`src/rtl/core_regfile_sb_if.sv`:
```
// Bus bundle for the scoreboarded register file: read ports, forward ports,
// write port, scoreboard controls and the scoreboard state output.
// With NFP = 0 the forward signals keep a width of one and the core ignores them.
interface core_regfile_sb_if #(
    parameter int XLEN = 32,
    parameter int NREG = 32,
    parameter int NRP  = 2,
    parameter int NFP  = 2
);
    localparam int AW  = $clog2(NREG);
    localparam int NFW = (NFP > 0) ? NFP : 1;

    logic                rd_latch;
    logic [NRP-1:0]      i_re;
    logic [NRP*AW-1:0]   i_raddr;
    logic [NRP*XLEN-1:0] o_rdata;
    logic [NRP-1:0]      o_hazard;
    logic [NFW-1:0]      i_fwd;
    logic [NFW*AW-1:0]   i_faddr;
    logic [NFW*XLEN-1:0] i_fdata;
    logic                i_we;
    logic [AW-1:0]       i_waddr;
    logic [XLEN-1:0]     i_wdata;
    logic                i_set;
    logic [AW-1:0]       i_set_addr;
    logic                i_flush;
    logic [NREG-1:0]     o_busy;

    modport master (
        output rd_latch, i_re, i_raddr, i_fwd, i_faddr, i_fdata,
               i_we, i_waddr, i_wdata, i_set, i_set_addr, i_flush,
        input  o_rdata, o_hazard, o_busy
    );

    modport slave (
        input  rd_latch, i_re, i_raddr, i_fwd, i_faddr, i_fdata,
               i_we, i_waddr, i_wdata, i_set, i_set_addr, i_flush,
        output o_rdata, o_hazard, o_busy
    );
endinterface

```
`src/rtl/core_regfile_sb.sv`:
```
// Register file with a busy-bit scoreboard and forwarding. Each read port
// resolves its source at the clock edge: either a value captured in a per-port
// latch (zero, forwarded data, write bypass, held data) or a live lookup of
// storage at the registered address. Storage is deliberately not reset.
module core_regfile_sb #(
    parameter int XLEN = 32,
    parameter int NREG = 32,
    parameter int NRP  = 2,
    parameter int NFP  = 2
) (
    input logic              clk,
    input logic              rst_n,
    core_regfile_sb_if.slave bus
);
    localparam int AW = $clog2(NREG);

    logic [XLEN-1:0] mem [NREG];
    logic [NREG-1:1] busy_q;
    logic [NREG-1:0] busy_full;

    logic [NRP-1:0]  src_lat_q, src_lat_d;
    logic [NRP-1:0]  hz_q, hz_d;
    logic [NRP-1:0]  fhit;
    logic [XLEN-1:0] lat_q [NRP];
    logic [XLEN-1:0] lat_d [NRP];
    logic [AW-1:0]   addr_q [NRP];
    logic [AW-1:0]   addr_d [NRP];
    logic [AW-1:0]   ra [NRP];
    logic [XLEN-1:0] rdata_cur [NRP];

    assign busy_full  = {busy_q, 1'b0};
    assign bus.o_busy = busy_full;

    // Storage write port; register 0 is hard zero and never written.
    always_ff @(posedge clk) begin
        if (bus.i_we && bus.i_waddr != '0)
            mem[bus.i_waddr] <= bus.i_wdata;
    end

    // Scoreboard: flush wins, then a new producer wins over a clearing write.
    always_ff @(posedge clk or negedge rst_n) begin
        if (!rst_n) begin
            busy_q <= '0;
        end else if (bus.i_flush) begin
            busy_q <= '0;
        end else begin
            for (int r = 1; r < NREG; r++) begin
                if (bus.i_set && bus.i_set_addr == AW'(r))
                    busy_q[r] <= 1'b1;
                else if (bus.i_we && bus.i_waddr == AW'(r))
                    busy_q[r] <= 1'b0;
            end
        end
    end

    // Read outputs: latched value or live storage at the captured address.
    always_comb begin
        bus.o_rdata  = '0;
        bus.o_hazard = hz_q;
        for (int p = 0; p < NRP; p++) begin
            rdata_cur[p] = src_lat_q[p] ? lat_q[p] : mem[addr_q[p]];
            bus.o_rdata[p*XLEN +: XLEN] = rdata_cur[p];
        end
    end

    // Per-port source selection in priority order; stall snapshots the
    // current output so a later write to a storage-sourced address cannot leak in.
    always_comb begin
        fhit = '0;
        for (int p = 0; p < NRP; p++) begin
            ra[p]        = bus.i_raddr[p*AW +: AW];
            src_lat_d[p] = 1'b1;
            lat_d[p]     = '0;
            hz_d[p]      = 1'b0;
            addr_d[p]    = addr_q[p];
            if (bus.rd_latch) begin
                lat_d[p] = rdata_cur[p];
                hz_d[p]  = hz_q[p];
            end else if (bus.i_re[p] && ra[p] != '0) begin
                for (int k = NFP - 1; k >= 0; k--) begin
                    if (bus.i_fwd[k] && bus.i_faddr[k*AW +: AW] == ra[p]) begin
                        fhit[p]  = 1'b1;
                        lat_d[p] = bus.i_fdata[k*XLEN +: XLEN];
                    end
                end
                if (!fhit[p]) begin
                    if (bus.i_we && bus.i_waddr == ra[p]) begin
                        lat_d[p] = bus.i_wdata;
                    end else if (busy_full[ra[p]]) begin
                        hz_d[p] = 1'b1;
                    end else begin
                        src_lat_d[p] = 1'b0;
                        addr_d[p]    = ra[p];
                    end
                end
            end
        end
    end

    // Per-port read state; reset selects the latch holding zero.
    always_ff @(posedge clk or negedge rst_n) begin
        if (!rst_n) begin
            src_lat_q <= '1;
            hz_q      <= '0;
            for (int p = 0; p < NRP; p++) begin
                lat_q[p]  <= '0;
                addr_q[p] <= '0;
            end
        end else begin
            src_lat_q <= src_lat_d;
            hz_q      <= hz_d;
            for (int p = 0; p < NRP; p++) begin
                lat_q[p]  <= lat_d[p];
                addr_q[p] <= addr_d[p];
            end
        end
    end
endmodule

```
`src/flat_wrapper.sv`:
```
// flat-port wrapper written by rule: the top's interface ports become plain ports
module core_regfile_sb_flat 
#(
    parameter int XLEN = 32,
    parameter int NREG = 32,
    parameter int NRP  = 2,
    parameter int NFP  = 2
)
  (clk, rst_n, bus_rd_latch, bus_i_re, bus_i_raddr, bus_i_fwd, bus_i_faddr, bus_i_fdata, bus_i_we, bus_i_waddr, bus_i_wdata, bus_i_set, bus_i_set_addr, bus_i_flush, bus_o_rdata, bus_o_hazard, bus_o_busy);
  core_regfile_sb_if #(.XLEN(XLEN), .NREG(NREG), .NRP(NRP), .NFP(NFP)) bus_i ();
  input logic clk;
  input logic rst_n;
  input wire logic [$bits(bus_i.rd_latch)-1:0] bus_rd_latch;
  input wire logic [$bits(bus_i.i_re)-1:0] bus_i_re;
  input wire logic [$bits(bus_i.i_raddr)-1:0] bus_i_raddr;
  input wire logic [$bits(bus_i.i_fwd)-1:0] bus_i_fwd;
  input wire logic [$bits(bus_i.i_faddr)-1:0] bus_i_faddr;
  input wire logic [$bits(bus_i.i_fdata)-1:0] bus_i_fdata;
  input wire logic [$bits(bus_i.i_we)-1:0] bus_i_we;
  input wire logic [$bits(bus_i.i_waddr)-1:0] bus_i_waddr;
  input wire logic [$bits(bus_i.i_wdata)-1:0] bus_i_wdata;
  input wire logic [$bits(bus_i.i_set)-1:0] bus_i_set;
  input wire logic [$bits(bus_i.i_set_addr)-1:0] bus_i_set_addr;
  input wire logic [$bits(bus_i.i_flush)-1:0] bus_i_flush;
  output wire logic [$bits(bus_i.o_rdata)-1:0] bus_o_rdata;
  output wire logic [$bits(bus_i.o_hazard)-1:0] bus_o_hazard;
  output wire logic [$bits(bus_i.o_busy)-1:0] bus_o_busy;
  assign bus_i.rd_latch = bus_rd_latch;
  assign bus_i.i_re = bus_i_re;
  assign bus_i.i_raddr = bus_i_raddr;
  assign bus_i.i_fwd = bus_i_fwd;
  assign bus_i.i_faddr = bus_i_faddr;
  assign bus_i.i_fdata = bus_i_fdata;
  assign bus_i.i_we = bus_i_we;
  assign bus_i.i_waddr = bus_i_waddr;
  assign bus_i.i_wdata = bus_i_wdata;
  assign bus_i.i_set = bus_i_set;
  assign bus_i.i_set_addr = bus_i_set_addr;
  assign bus_i.i_flush = bus_i_flush;
  assign bus_o_rdata = bus_i.o_rdata;
  assign bus_o_hazard = bus_i.o_hazard;
  assign bus_o_busy = bus_i.o_busy;
  core_regfile_sb #(.XLEN(XLEN), .NREG(NREG), .NRP(NRP), .NFP(NFP)) u_core (.clk(clk), .rst_n(rst_n), .bus(bus_i));
endmodule
```
`config.mk`:
```
export PLATFORM = sky130hd
export DESIGN_NAME = core_regfile_sb_flat
export DESIGN_NICKNAME = d
export VERILOG_FILES = /design/src/rtl/core_regfile_sb_if.sv /design/src/rtl/core_regfile_sb.sv /design/src/flat_wrapper.sv
export SDC_FILE = /design/constraint.sdc
export NUM_CORES = 1
export LEC_CHECK = 0
export ABC_CLOCK_PERIOD_IN_PS = 2500
export BUFFER_PORTS_ARGS = -buffer_cell sky130_fd_sc_hd__buf_4
export CAP_MARGIN = 5
export CORE_ASPECT_RATIO = 0.5
export CORE_MARGIN = 2
export CORE_UTILIZATION = 35
export DETAILED_ROUTE_END_ITERATION = 8
export PLACE_DENSITY = 0.55
export SETUP_SLACK_MARGIN = 0.05
export SLEW_MARGIN = 20
export SYNTH_ARGS = -nofsm -noshare
export SYNTH_HDL_FRONTEND = slang
export SYNTH_SLANG_ARGS = --single-unit
```
`constraint.sdc`:
```
create_clock -name clk -period 2.5 [get_ports clk]
set_input_delay 0.25 -clock clk [delete_from_list [all_inputs] [get_ports clk]]
set_output_delay 0.25 -clock clk [all_outputs]
set_load 0.05 [all_outputs]
```
-- Yosys cells after proc, flatten, opt, wreduce, memory -nomap -nowiden
Memory sizes are Yosys's and may differ from the RTL's.
Index checks and enable logic that the tools add are counted.
W data, S select, Z words.
- flip-flop bits (word level): 109
- output and inout bits: 98
- bits of input ports: 136
- RAM bits: 1024
- memories: 1
- memories (memory ; words ; width ; rd ports ; clocked after Yosys merged registers in ; write ports ; line ; source):
    u_core.mem ; 32 ; 32 ; 2 ; 0 ; 1 ; core_regfile_sb.sv:17 ; logic [XLEN-1:0] mem [NREG];
- equal/unequal tests: 68
- bitwise logic cells: 7
- muxes and demuxes: 107
- reductions and logical operators: 107
- $lt $le $gt $ge: 2
- operator list (operator ; number):
    $mux W32 ; 14
    $eq A5 B5 Y1 const B ; 32
    $reduce_bool A3 Y1 ; 31
    $mux W1 ; 90
    $eq A5 B4 Y1 const B ; 16
    $logic_and A1 B1 Y1 ; 71
    $eq A5 B3 Y1 const B ; 8
    $mux W31 ; 1
    $eq A5 B5 Y1 ; 6
    $eq A5 B2 Y1 const B ; 4
    $reduce_bool A5 Y1 ; 3
    $lt A5 B6 Y1 const B ; 2
    $bmux W1 S5 ; 2
    $eq A5 B1 Y1 const B ; 2
    $reduce_and A5 Y1 ; 2
    $not A1 Y1 ; 7

-- Longest topological paths before layout
- word-level depth: 9
- depth in mapped cells: 11
- mapped depth without buffers: 6

-- Least setup slack after synthesis
No wires, ideal clock.
- path kind: flip-flop to flip-flop
- from: reg u_core.addr_q[1] (netlist bit)
- to: reg u_core.lat_q[17] (netlist bit)
- arrival time: 3.163 ns
- required time: 2.431 ns
- period minus slack after synthesis: 3.232 ns
- path slack: -0.732 ns
- library setup time: 0.069 ns
- buffers on the path: 3
- stages on the path, launching flop included: 9
- path through: dfrtp_1 buf_2 or3b_2 clkbuf_1 buf_2 o22ai_1 or4_1 o21ai_0 a22o_1
- RTL lines (element ; line ; source):
    start, declared ; core_regfile_sb.sv:26 ; logic [AW-1:0] addr_q [NRP];
    start signal, assigned by index ; core_regfile_sb.sv:114 ; addr_q[p] <= addr_d[p];
    end signal, assigned by index ; core_regfile_sb.sv:113 ; lat_q[p] <= lat_d[p];
    end, declared ; core_regfile_sb.sv:24 ; logic [XLEN-1:0] lat_q [NRP];

-- Worst setup path after layout
- from: reg u_core.addr_q[5] (netlist bit)
- to: out bus_o_rdata[22]
- word-level cells in the longest chain between the ends: 2
- RTL lines (element ; line ; source):
    $mem_v2 Z32 W32 ; n/a ;
    $mux W32 ; core_regfile_sb.sv:61 ; rdata_cur[p] = src_lat_q[p] ? lat_q[p] : mem[addr_q[p]];
    end, declared ; flat_wrapper.sv:25 ; output wire logic [$bits(bus_i.o_rdata)-1:0] bus_o_rdata;
No other way between the ends.

==> flow_results.org <==
** Detailed routing
- For this block, the initial DRC count from the detailed router was 4973.
- In the final routed layout, each cell accounts on average for 33.9 µm.
- Pre-Repair DR Iteration Count :: 5
- The routed design has 189 mm of wire.
- The count of nets left with antenna violations once routing finished came out at 0.
- Via count of the routed design :: 34800
- Via density per instance :: around 6.2
- In the routed design, unresolved DRC markers number 0.

** Floorplan
- Effective utilization at floorplan :: 0.353
- Area of the core :: around 0.15 mm²
- The die covers 0.154 mm².
- Measured along the y axis, the die boundary spans 278 µm.
- Cell Rows :: 100
- Top-level I/O count :: ~230
- The die is 553 µm wide.

** CTS
- Number of clock sinks :: approximately 1100
- The clock tree synthesis step divided the H-tree into 3 levels.
- Number of buffers inserted during clock tree synthesis :: 112
- At the later pin of the worst-skew pair, clock insertion delay measures between 700 and 800 ps.
- Number of buffers between clock root and the deepest sink :: 3
- Clk pin slew, worst setup/hold paths :: roughly 60 ps
- The cell sitting at the root of the clock tree is a sky130_fd_sc_hd__clkbuf_16.
- TritonCTS clock tree :: built

** Setup path
- For the worst flop-to-flop path, the logic depth is 10.
- In this run the register-to-register setup slack is -70 ps.
- Worst path cell trace :: buf_12 > buf_12 > buf_8 > buf_16 > mux4_2 > o22ai_2 > or4_4 > o21ai_4 > buf_6
- Critical Path Slowest Stage Cell :: sky130_fd_sc_hd__or4_4
- The startpoint identified for the worst register-to-register timing path is u_core.addr_q[5].
- The most numerous cell type found on the critical path is sky130_fd_sc_hd__buf_12.
- Worst R2R End :: u_core.lat_q[53]
- The critical path is of the reg2out type.
- On the worst path, the slowest cell contributes a delay of 580 ps.
- The worst setup path is launched from a register.
- At the worst endpoint, the required time is between 2000 and 2500 ps.
- Of all nets on the critical path, the largest fanout is 6.
- STA puts the critical path data arrival time at 3160 ps.
- STA classifies the critical path endpoint as an output pin.

** Final layout
- Layout fillers :: 12800
- Layout Utilization :: 0.452
- Highest-count cells in the layout ignoring fill and taps :: 1024 x sky130_fd_sc_hd__edfxtp_1, 538 x sky130_fd_sc_hd__mux4_2, 317 x sky130_fd_sc_hd__buf_4, 241 x sky130_fd_sc_hd__o22ai_1, 155 x sky130_fd_sc_hd__nand2_1
- Commonest non-fill, non-tap cell in the layout :: sky130_fd_sc_hd__edfxtp_1
- Final net count :: 3636
- Share of post-route cells with drive strength above 1 :: 0.425
- From synthesis to final layout, the design area changed by 28.0%.
- With fillers left out, the area of the finished cells amounts to 0.0674 mm².

** Power
- Dividing total power by cell area gives a power density of ~800 mW/mm².
- Static leakage power :: roughly 22 nW
- Across the VDD grid, the largest voltage drop is between 0.0006 and 0.0007 V.

** Synth
- In the synthesized netlist the async set-or-reset flop fraction comes to 0.0962.
- The share of the Yosys chip area taken by registers is 0.635.
- Most used flip-flop cell after synthesis :: sky130_fd_sc_hd__edfxtp_1
- Cell variety after synth :: 47
- A synthesized cell averages 18.2 µm².
- Synthesis produced a netlist whose cell count is between 2000 and 3000.
- For this run, the number of Yosys warnings is 0.
- The mapped netlist covers 0.0527 mm².
- Synthesis inferred 1133 register bits.
- Number of enable flip-flop cells after synthesis :: 1024

** STA
- The final count of hold timing violations is 0.
- Setup violations remaining at the end of the flow were counted as 74.
- RSZ-0062 raised after global routing :: yes
- For the finished layout, the period the worst path requires is ~3400 ps.
- Worst Max-Slew Pin Slew :: 843 ps
- Final setup skew :: ~30 ps
- In the finished design, the share of the clock period the worst path needs comes to 1.37.
- The worst pin sits at a relative slew slack of 0.436.
- Aggregate negative setup slack :: -52500 ps
- Setup slack on the critical path of the routed design comes to -913 ps.
- Final hold analysis gives a worst-case slack of 21.1 ps.
- Peak Freq :: 293 MHz
- Max-slew violation total from the final report :: 0

** Global route
- The via count of the first global-routing pass is 34600.
- Antenna violations before repair :: 9
- Pin count of the biggest net entering global routing :: 63
- For this run, the total global-route usage over all layers was measured as 0.241.
- For this run the aggregate overflow at the end of global routing stands at 0.
- Wire length of the first global-routing pass :: 263 mm

** Worst hold path
- Worst hold stages :: 5
- The path with the worst hold slack has its endpoint at u_core.busy_q[5].
- In this run the worst hold path is classified as in2reg.
- The startpoint identified for the worst hold timing path is bus_i_set_addr[4].

** Run
- Total of max-cap violations :: 0

** Place
- Buffers placed on the I/O ports in this run total roughly 230.
- Post-detail-place hpwl :: 112 mm
- Summing all placed instances gives a cell area of 0.0603 mm².
- GPL Wtd Cong :: 0.839

** Run status
- Outcome :: finished with violations
- Violated checks :: setup timing
## cell usage after synthesis, types with 3 or more instances
| cell | count | area [µm²] |
|---|---|---|
| sky130_fd_sc_hd__a21oi_1 | 33 | 165 |
| sky130_fd_sc_hd__a22o_1 | 61 | 534 |
| sky130_fd_sc_hd__and3_1 | 6 | 37.5 |
| sky130_fd_sc_hd__buf_1 | 8 | 30.0 |
| sky130_fd_sc_hd__buf_2 | 66 | 330 |
| sky130_fd_sc_hd__buf_4 | 30 | 225 |
| sky130_fd_sc_hd__buf_6 | 32 | 360 |
| sky130_fd_sc_hd__clkbuf_1 | 117 | 439 |
| sky130_fd_sc_hd__dfrtp_1 | 107 | 2680 |
| sky130_fd_sc_hd__edfxtp_1 | 1024 | 30700 |
| sky130_fd_sc_hd__inv_1 | 10 | 37.5 |
| sky130_fd_sc_hd__mux2_2 | 11 | 124 |
| sky130_fd_sc_hd__mux2i_1 | 8 | 80.1 |
| sky130_fd_sc_hd__mux4_2 | 538 | 12100 |
| sky130_fd_sc_hd__nand2_1 | 160 | 601 |
| sky130_fd_sc_hd__nand2b_1 | 5 | 31.3 |
| sky130_fd_sc_hd__nand3_1 | 14 | 70.1 |
| sky130_fd_sc_hd__nand3b_1 | 6 | 45.0 |
| sky130_fd_sc_hd__nand4_1 | 3 | 18.8 |
| sky130_fd_sc_hd__nor2_1 | 52 | 195 |
| sky130_fd_sc_hd__nor2b_1 | 14 | 87.6 |
| sky130_fd_sc_hd__nor3_1 | 12 | 60.1 |
| sky130_fd_sc_hd__nor4_1 | 5 | 31.3 |
| sky130_fd_sc_hd__o21ai_0 | 151 | 756 |
| sky130_fd_sc_hd__o22ai_1 | 303 | 1900 |
| sky130_fd_sc_hd__o2bb2ai_1 | 7 | 61.3 |
| sky130_fd_sc_hd__or2_2 | 4 | 25.0 |
| sky130_fd_sc_hd__or4_1 | 59 | 443 |
| sky130_fd_sc_hd__xnor2_1 | 14 | 123 |
| sky130_fd_sc_hd__xor2_1 | 16 | 140 |
## per-layer routing
metal / part of all wire / track usage / vias to the layer above
li1: - / - / 13600
met1: 0.41 / 0.343 / 18800
met2: 0.46 / 0.370 / 2100
met3: 0.11 / 0.0561 / 304
met4: 0.029 / 0.0642 / 8
met5: 0.00026 / 0 / -
## worst max path at each step
stage | startpoint | end | slack (ps) | depth (start not counted)
final | u_core.addr_q[5] | bus_o_rdata[22] | -910 | 9
after detailed placement | u_core.addr_q[5] | bus_o_rdata[9] | -290 | 7
after global placement | u_core.addr_q[5] | bus_o_rdata[9] | -290 | 7
after CTS | u_core.addr_q[0] | bus_o_rdata[35] | -950 | 8
after global routing | u_core.addr_q[0] | bus_o_rdata[35] | -980 | 8
after floorplan | bus_i_we | u_core.mem[7][0] | -250 | 4
## where the power goes
| part | switching (mW) | internal (mW) |
|---|---|---|
| logic | 8.27 | 7.84 |
| registers | 0.296 | 21.1 |
| clock network | 7.47 | 8.93 |
## worst max-delay path, delay by kind of cell, from the launching register on
family	cells	cell delay, ps
buffers and inverters	5	740
and+or+nand+nor	1	580
DFF	1	520
muxes	1	340
AOI/OAI and AO/OA	2	250
## flip-flops by register name (all words and copies together), names as in the netlist
name,cells
u_core.addr_q,10
u_core.bus.o_hazard,2
u_core.busy_q,31
u_core.lat_q,64
u_core.mem,1024
u_core.src_lat_q,2
## area by class of cell
class,instances,area [µm²],area share
diodes,4,10.0,0.000148
clock buffers,143,2940,0.0436
clock inverters,63,513,0.00761
inverters,10,37.5,0.000557
multi-input cells,1533,19600,0.291
flip-flops and latches,1133,33500,0.497
well taps,1989,2490,0.0369
repair buffers,710,8330,0.124
## metrics by stage
step / setup slack, ps / power, mW / instances
after global placement: -290 / 35.3 / 5171
after floorplan: -255 / 30.5 / 2929
final: -913 / 53.9 / 5585
after CTS: -947 / 53.4 / 5547
after global routing: -981 / 55.5 / 5583
after detailed placement: -292 / 35.4 / 5171
## what timing repair did
action / in CTS / in global routing
gates cloned: 11 / 12
gates resized for setup: 242 / 68
hold endpoints to repair: 1204 / 1
hold buffers: 139 / 1
setup buffers: 20 / 28
pin swaps: 36 / 42
setup endpoints to repair: 91 / 101
## cell families (layout without fill, tap and decap cells)
logic type                after synthesis  in the layout  synth area share
other                                   1             37         0.0000712
and+or+nand+nor                       347            347            0.0323
muxes                                 557            557             0.234
xor gates and xnor gates               30             30           0.00499
AOI/OAI and AO/OA                     566            566            0.0665
buffers and inverters                 263            926            0.0270
DFF                                  1133           1133             0.635
No activity file was read; power rests on OpenSTA's default activity.
